File: src/rtl/cr_kme_drbg_seed_sched.sv
// cr_kme_drbg_seed_sched: arbitrates the two software-loaded DRBG seed slots
// for the KDF DRBG generate engine. It counts completed generates per seed
// against that seed's reseed interval and pulses seedN_invalidate when the
// interval is used up.
// Optional feature macro: CR_KME_DRBG_SEED_RR_EN. When defined, grants
// alternate between the seeds if both are valid. When undefined, the scheduler
// stays on one seed until that seed is invalidated or goes invalid.
module cr_kme_drbg_seed_sched #(
    parameter int unsigned       CNT_W      = 48,
    parameter int unsigned       TMO_W      = 16,
    parameter logic [TMO_W-1:0]  TMO_CYCLES = TMO_W'(16'hFFFF)
) (
    input  logic             clk,
    input  logic             rst_n,
    input  logic             seed0_valid,
    input  logic [CNT_W-1:0] seed0_reseed_interval,
    input  logic             seed1_valid,
    input  logic [CNT_W-1:0] seed1_reseed_interval,
    input  logic             drbg_req,
    input  logic             drbg_done,
    output logic             drbg_grant,
    output logic             drbg_seed_sel,
    output logic             drbg_no_seed,
    output logic             drbg_timeout,
    output logic             seed0_invalidate,
    output logic             seed1_invalidate
);

    localparam int unsigned CNT_XW = CNT_W + 1;

    typedef enum logic [1:0] {
        IDLE   = 2'd0,
        BUSY   = 2'd1,
        RETIRE = 2'd2
    } state_e;

    state_e             state_q, state_d;
    logic               active_sel_q, active_sel_d;
    logic               sel_q, sel_d;
    logic [CNT_W-1:0]   cnt0_q, cnt0_d;
    logic [CNT_W-1:0]   cnt1_q, cnt1_d;
    logic [TMO_W-1:0]   wd_q, wd_d;
    logic               grant_q, grant_d;
    logic               timeout_q, timeout_d;
    logic               inv0_q, inv0_d;
    logic               inv1_q, inv1_d;

    // Per-grant helpers: the seed picked in IDLE and the retire math for the granted seed.
    logic               choose_sel;
    logic               cur_valid;
    logic [CNT_W-1:0]   cur_cnt;
    logic [CNT_W-1:0]   cur_ivl;
    logic [CNT_W-1:0]   cnt_inc;
    logic               exhausted;
    logic [TMO_W-1:0]   wd_inc;

    assign choose_sel = active_sel_q ? (seed1_valid ? 1'b1 : 1'b0)
                                     : (seed0_valid ? 1'b0 : 1'b1);
    assign cur_valid  = sel_q ? seed1_valid : seed0_valid;
    assign cur_cnt    = sel_q ? cnt1_q : cnt0_q;
    assign cur_ivl    = sel_q ? seed1_reseed_interval : seed0_reseed_interval;
    assign cnt_inc    = (&cur_cnt) ? cur_cnt : cur_cnt + CNT_W'(1);
    assign exhausted  = (cur_ivl != '0) &&
                        ((CNT_XW'(cur_cnt) + CNT_XW'(1)) >= CNT_XW'(cur_ivl));
    assign wd_inc     = wd_q + TMO_W'(1);

    // Request-time status only; this is the single combinational output.
    assign drbg_no_seed = drbg_req && !seed0_valid && !seed1_valid;

    assign drbg_grant       = grant_q;
    assign drbg_seed_sel    = sel_q;
    assign drbg_timeout     = timeout_q;
    assign seed0_invalidate = inv0_q;
    assign seed1_invalidate = inv1_q;

    // State and datapath registers with synchronous active-low reset.
    always_ff @(posedge clk) begin
        if (!rst_n) begin
            state_q      <= IDLE;
            active_sel_q <= 1'b0;
            sel_q        <= 1'b0;
            cnt0_q       <= '0;
            cnt1_q       <= '0;
            wd_q         <= '0;
            grant_q      <= 1'b0;
            timeout_q    <= 1'b0;
            inv0_q       <= 1'b0;
            inv1_q       <= 1'b0;
        end else begin
            state_q      <= state_d;
            active_sel_q <= active_sel_d;
            sel_q        <= sel_d;
            cnt0_q       <= cnt0_d;
            cnt1_q       <= cnt1_d;
            wd_q         <= wd_d;
            grant_q      <= grant_d;
            timeout_q    <= timeout_d;
            inv0_q       <= inv0_d;
            inv1_q       <= inv1_d;
        end
    end

    // Next-state logic. The retire update is registered on the done edge, so
    // the invalidate pulse is visible during the RETIRE cycle.
    always_comb begin
        state_d      = state_q;
        active_sel_d = active_sel_q;
        sel_d        = sel_q;
        cnt0_d       = cnt0_q;
        cnt1_d       = cnt1_q;
        wd_d         = wd_q;
        grant_d      = 1'b0;
        timeout_d    = 1'b0;
        inv0_d       = 1'b0;
        inv1_d       = 1'b0;

        unique case (state_q)
            IDLE: begin
                if (drbg_req && (seed0_valid || seed1_valid)) begin
                    state_d      = BUSY;
                    grant_d      = 1'b1;
                    sel_d        = choose_sel;
                    active_sel_d = choose_sel;
                    wd_d         = '0;
                end
            end
            BUSY: begin
                wd_d = wd_inc;
                if (drbg_done) begin
                    state_d = RETIRE;
                    if (cur_valid) begin
`ifdef CR_KME_DRBG_SEED_RR_EN
                        active_sel_d = ~sel_q;
`endif
                        if (exhausted) begin
                            active_sel_d = ~sel_q;
                            if (sel_q) begin
                                inv1_d = 1'b1;
                                cnt1_d = '0;
                            end else begin
                                inv0_d = 1'b1;
                                cnt0_d = '0;
                            end
                        end else if (sel_q) begin
                            cnt1_d = cnt_inc;
                        end else begin
                            cnt0_d = cnt_inc;
                        end
                    end
                end else if ((TMO_CYCLES != '0) && (wd_inc == TMO_CYCLES)) begin
                    state_d   = IDLE;
                    timeout_d = 1'b1;
                end
            end
            RETIRE: begin
                state_d = IDLE;
            end
            default: begin
                state_d = IDLE;
            end
        endcase

        // An unloaded slot (including a software reload) restarts its count.
        if (!seed0_valid) cnt0_d = '0;
        if (!seed1_valid) cnt1_d = '0;
    end

endmodule

File: config.mk
export PLATFORM = sky130hd
export DESIGN_NAME = cr_kme_drbg_seed_sched
export DESIGN_NICKNAME = d
export VERILOG_FILES = /design/src/rtl/cr_kme_drbg_seed_sched.sv
export SDC_FILE = /design/constraint.sdc
export NUM_CORES = 1
export LEC_CHECK = 0
export CAP_MARGIN = 30
export CORE_MARGIN = 2
export CORE_UTILIZATION = 51
export CTS_BUF_LIST = sky130_fd_sc_hd__clkbuf_2
export DETAILED_ROUTE_END_ITERATION = 8
export GPL_ROUTABILITY_DRIVEN = 0
export PLACE_DENSITY = 0.75
export SLEW_MARGIN = 20
export SYNTH_ARGS = -nofsm -noshare
export SYNTH_HDL_FRONTEND = slang
export SYNTH_SLANG_ARGS = --single-unit
File: constraint.sdc
create_clock -name clk -period 9.25 [get_ports clk]
set_clock_uncertainty 0.1 [all_clocks]
set_input_delay 1.85 -clock clk [delete_from_list [all_inputs] [get_ports clk]]
set_output_delay 1.85 -clock clk [all_outputs]
set_load 0.02 [all_outputs]
After elaboration in Yosys (flattened, before gate mapping)
Cells that the tools add are included.

word-level totals
  flip-flop bits (word level) = 120
  input port bits = 102
  output and inout port bits = 6
  logic and storage cells = 74

operators by class
  add/sub/neg operators = 3
  order comparisons = 1
  eq/ne operators = 7
  multiplexer cells = 28
  bitwise logic cells = 3
  reduce and logical (&&, ||, !) cells = 22

operators with widths
  cell                   count
  $mux 48                9
  $add 48x1->49 const B  1
  $ge 49x48->1           1
  $add 48x1->48 const B  1
  $reduce_and 48->1      1
  $reduce_bool 48->1     1
  $pmux 16 s2            1
  $add 16x1->16 const B  1
  $eq 16x16->1 const B   1
  $mux 16                1
  $mux 1                 12
  $reduce_and 2->1       6
  $reduce_and 5->1       2
  $ne 2x2->1 const B     4
  $reduce_and 4->1       2
  $mux 2                 3
  $logic_and 1x1->1      4
  $pmux 2 s2             1
  $ne 3x3->1 const B     1
  $not 1->1              3
  $reduce_or 3->1        1
  $eq 2x1->1 const B     1
  $logic_not 1->1        2
  $logic_not 2->1        1
  3 further kinds        3

Logic depth before layout (Yosys ltp)
  word-level depth = 8
  gate-level depth with buffers = 28
  gate-level depth less buffers = 18

Worst setup path after synthesis
No wires, ideal clock.

  path type = register to register
  start = register sel_q, in the netlist drbg_seed_sel
  end = register cnt1_q[12]
  setup time = 0.128 ns
  data arrival time = 5.383 ns
  data required time = 9.022 ns
  path slack = 3.640 ns
  cell stages (with the launch flop) = 28
  buffers on the path = 10
  period minus slack after synthesis = 5.610 ns
  path through = dfxtp_1 buf_4 buf_6 buf_6 buf_6 buf_6 buf_2 buf_1 mux2_2 ha_1 nand4_1 a21oi_1 and3_1 buf_2 nand4_1 nor4_1 xor2_1 ha_1 nand3_1 nor4bb_1 nand2_1 o221ai_1 o21ai_1 o21a_1 buf_4 buf_6 a22oi_1 nor2_1

between the ends
  word-level cells in the longest chain between the ends = 5
  elaborated cells between the ends (all ways) = 13
  those cells by class = add/sub (2); order compare (1); mux (6); reduce/logical (4)

ends and longest elaborated chain
  what                                          line     source
  from (decl)                                   39       logic sel_q, sel_d;
  from (signal assigned)                        92       sel_q <= sel_d;
  $mux 48                                       60       assign cur_cnt = sel_q ? cnt1_q : cnt0_q;
  $add 48x1->49 (tied with other cells)         64       ((CNT_XW'(cur_cnt) + CNT_XW'(1)) >= CNT_XW'(cur_ivl));
  $ge 49x48->1 or $mux 48 (tied branches)       64, 62
  $logic_and 1x1->1 or $mux 48 (tied branches)  63, 144
  $mux 48                                       135      if (exhausted) begin
  to (signal assigned)                          94       cnt1_q <= cnt1_d;
  to (decl)                                     41       logic [CNT_W-1:0] cnt1_q, cnt1_d;

Parallel ways exist; a longest one is shown, timed or not. The select of a mux whose other input is x is not followed.
A chain may end at the register's enable or synchronous reset.

Final worst setup path
  start = register sel_q, in the netlist drbg_seed_sel
  end = register cnt0_q[35]

between the ends
  word-level cells in the longest chain between the ends = 5
  elaborated cells between the ends (all ways) = 14
  those cells by class = add/sub (2); order compare (1); mux (6); bitwise (1); reduce/logical (4)

ends and longest elaborated chain
  what                                          line     source
  $mux 48                                       60
  $add 48x1->49 (tied with other cells)         64
  $ge 49x48->1 or $mux 48 (tied branches)       64, 62
  $logic_and 1x1->1 or $mux 48 (tied branches)  63, 144
  $mux 48                                       135
  to (signal assigned)                          93       cnt0_q <= cnt0_d;
  to (decl)                                     40       logic [CNT_W-1:0] cnt0_q, cnt0_d;

Parallel ways exist; a longest one is shown, timed or not. The select of a mux whose other input is x is not followed.

==> metrics.csv <==
metric,value,unit
status,finished clean,
synth.top_cells.by_count,"nand2_1, dfxtp_1, mux2i_1, nor2_1, o21ai_0",
synthCells,1032,
met1_usage,36.1,%
power_density,111,nW/um^2
grt_overflow_total,0,
use_met2,44.9,%
grt-busiest-layer,met2,
cp-start-kind,register,
nets,1263,
crit_family,simple AND/OR/NAND/NOR gates,
crit_top_cell,nand4_1,
crit_chain,"mux2i_1, inv_1, ha_1, nand4_1, a21oi_1, and3_1, nand4_1, nor4_1, xor2_1, ha_1, nand3_1, nor4bb_1, nand2_1, o221ai_1, o21ai_1, o21a_1, buf_4, nand4_1, buf_4, o21ai_0",
drv_slew,0,
yosysMostFrequentCell,nand2_1,
netlist_area,8240,sq um
rsz0062_at_grt,false,
fin_crit,7.12,ns
antenna_found_initial,1,
clockRootBuffer,clkbuf_2,
dp.cells,1306,
p_total,1070,uW
area_growth,16.9,%
grt_use_total,27.6,%
yosys_warnings,0,
vias_per_cell,6.02,
grt_max_degree,66,
io_buffer_count,107,
cts_resized,0,
clk_latency,0.71,ns
ioPinCount,108,
max_freq,140,MHz
critPathMaxStageDelay,0.93,ns
die_h,131,um
tightest_slew,0.922,ns
setup_slack,2.13,ns
ys_seq_area_share,29.2,%
stdcell_count,1340,
cts_tree,done,
relSlewSlack,38.5,%
clk_pin_slew,0.19,ns
yosysUniqueCellTypes,60,
ir_drop,0.0938,mV
fp.dieW,131,um
wl_per_cell,18.2,um
synth_edf_count,0,
yosysTopAreaCell,dfxtp_1,
yosysTopAreaCellShare,29.2,%
crit_path_end_kind,register,
drtAntennaViolNets,0,
ys_top_cells_by_area,"dfxtp_1, mux2i_1, ha_1",
critPathArrivalTime,7.59,ns
htreeDepth,4,
grt_first_pass_wirelength,38.6,mm
start_util,52.1,%
hold_viol_final,0,
required,9.72,ns
setup_viol,0,
critPathKind,register to register,
grtUsageMet3,6.29,%
hold_buffers,0,
clkSinkCount,120,
async_reset_ff_share,0,%
syn_avg_cell_area,7.98,sq um
power_leakage,0.00333,uW
hold_path.class,register to register,
fin_tns_setup,0,ns
drt-total-wl,24.4,mm
core_area,15800,sq um
first_global_vias,7338,
drt-pass1-iter-count,8,
post-cts-setup-buffers,0,
die_area,17200,sq um
num_rows,46,
synthFlopType,dfxtp_1,
syn_nets,1185,
drv_cap,0,
worst-path-buf-inv,3,
cts_max_path_buffers,2,
drcViolationCount,0,
cp_slowest_cell,dfxtp_4,
cts_made_buffers,17,
period_share,77.0,%
drt-initial-drc-count,667,
drive_gt1_share,5.61,%
dp_hpwl,17.6,mm
synth_seq_cells,120,
cp_max_fo,65,
vias,8061,
pre_cts_ws,2.48,ns
==> flip-flops by register name, summed over array words and instances (netlist names) <==
name and cells:
cnt0_q 48, cnt1_q 48, wd_q 16, state_q 2, active_sel_q 1, drbg_grant 1
drbg_seed_sel 1, drbg_timeout 1, seed0_invalidate 1, seed1_invalidate 1
==> kinds of logic after synthesis <==
group           after synthesis  synth area share (%)
simple gates                425                  25.4
xor+xnor                     56                  5.95
mux                         100                  12.2
buf+inv                      68                  4.37
compound gates              212                  15.2
fa+ha+maj                    51                  7.74
flops                       120                  29.2
==> power by group <==
part	total [uW]	switching [uW]	leakage [uW]	internal (uW)
Combinational	149	73.7	0.00220	75.0
Clock	388	210	0.000164	179
Sequential	528	8.33	0.000968	520
==> metal layers <==
metal	wire length, um	share of wire [%]
met1	10700	44
met2	11300	46
met3	1710	7.0
met4	682	2.8
met5	0	0
==> through the flow <==
step | util [%] | area (sq um) | hold WS (ns)
2_1_floorplan | - | 8240 | 0.320
3_3_place_gp | 59.1 | 9350 | 0.329
3_5_place_dp | 59.1 | 9350 | 0.339
4_1_cts | 60.8 | 9620 | 0.365
5_1_grt | 60.8 | 9630 | 0.392
6_report | 60.8 | 9630 | 0.362
==> worst register-to-register path: cells and delay by family, from the launching register on <==
family | cells | cell delay (ns)
fa+ha+maj | 2 | 0.58
simple gates | 8 | 2.71
xor+xnor | 1 | 0.17
compound gates | 5 | 1.35
flops | 1 | 0.93
buf+inv | 3 | 0.86
mux | 1 | 0.28
==> layout by cell type, fill, tap and decap left out, types with 5 or more instances in the layout <==
master and n:
nand2_1 156, dfxtp_1 119, clkdlybuf4s50_1 107, mux2i_1 94
nor2_1 84, o21ai_0 82, ha_1 51, nand3_1 45
a21oi_1 43, nand4_1 31, xor2_1 30, xnor2_1 26
o21ai_1 23, clkbuf_2 20, nor4_1 19, and3_1 15
a22oi_1 15, nor3_1 15, o211ai_1 12, buf_4 10
nand4b_1 9, nor2b_1 9, inv_1 9, and2_1 8
a31oi_1 6, mux2_2 6, a21o_1 5, nor4b_1 5
clkinv_2 5
==> path summary, 6_finish.rpt <==
check	startpoint	end	slack [ns]	cells past startpoint
max reg2reg	drbg_seed_sel	cnt0_q[35]	2.13	20
max	drbg_seed_sel	cnt0_q[35]	2.13	20
min	cnt0_q[47]	cnt0_q[47]	0.36	2
min reg2reg	cnt0_q[47]	cnt0_q[47]	0.36	2
==> area by class of cell <==
class | count | area, sq um
multi-input cells | 844 | 5490
inverters | 9 | 33.8
well taps | 216 | 270
fillers | 1483 | 6200
repair buffers | 118 | 1150
clock buffers | 19 | 95.1
clock inverters | 13 | 178
flip-flops and latches | 120 | 2410
diodes | 1 | 2.50
Note: power is estimated with default switching activity, not from simulation.
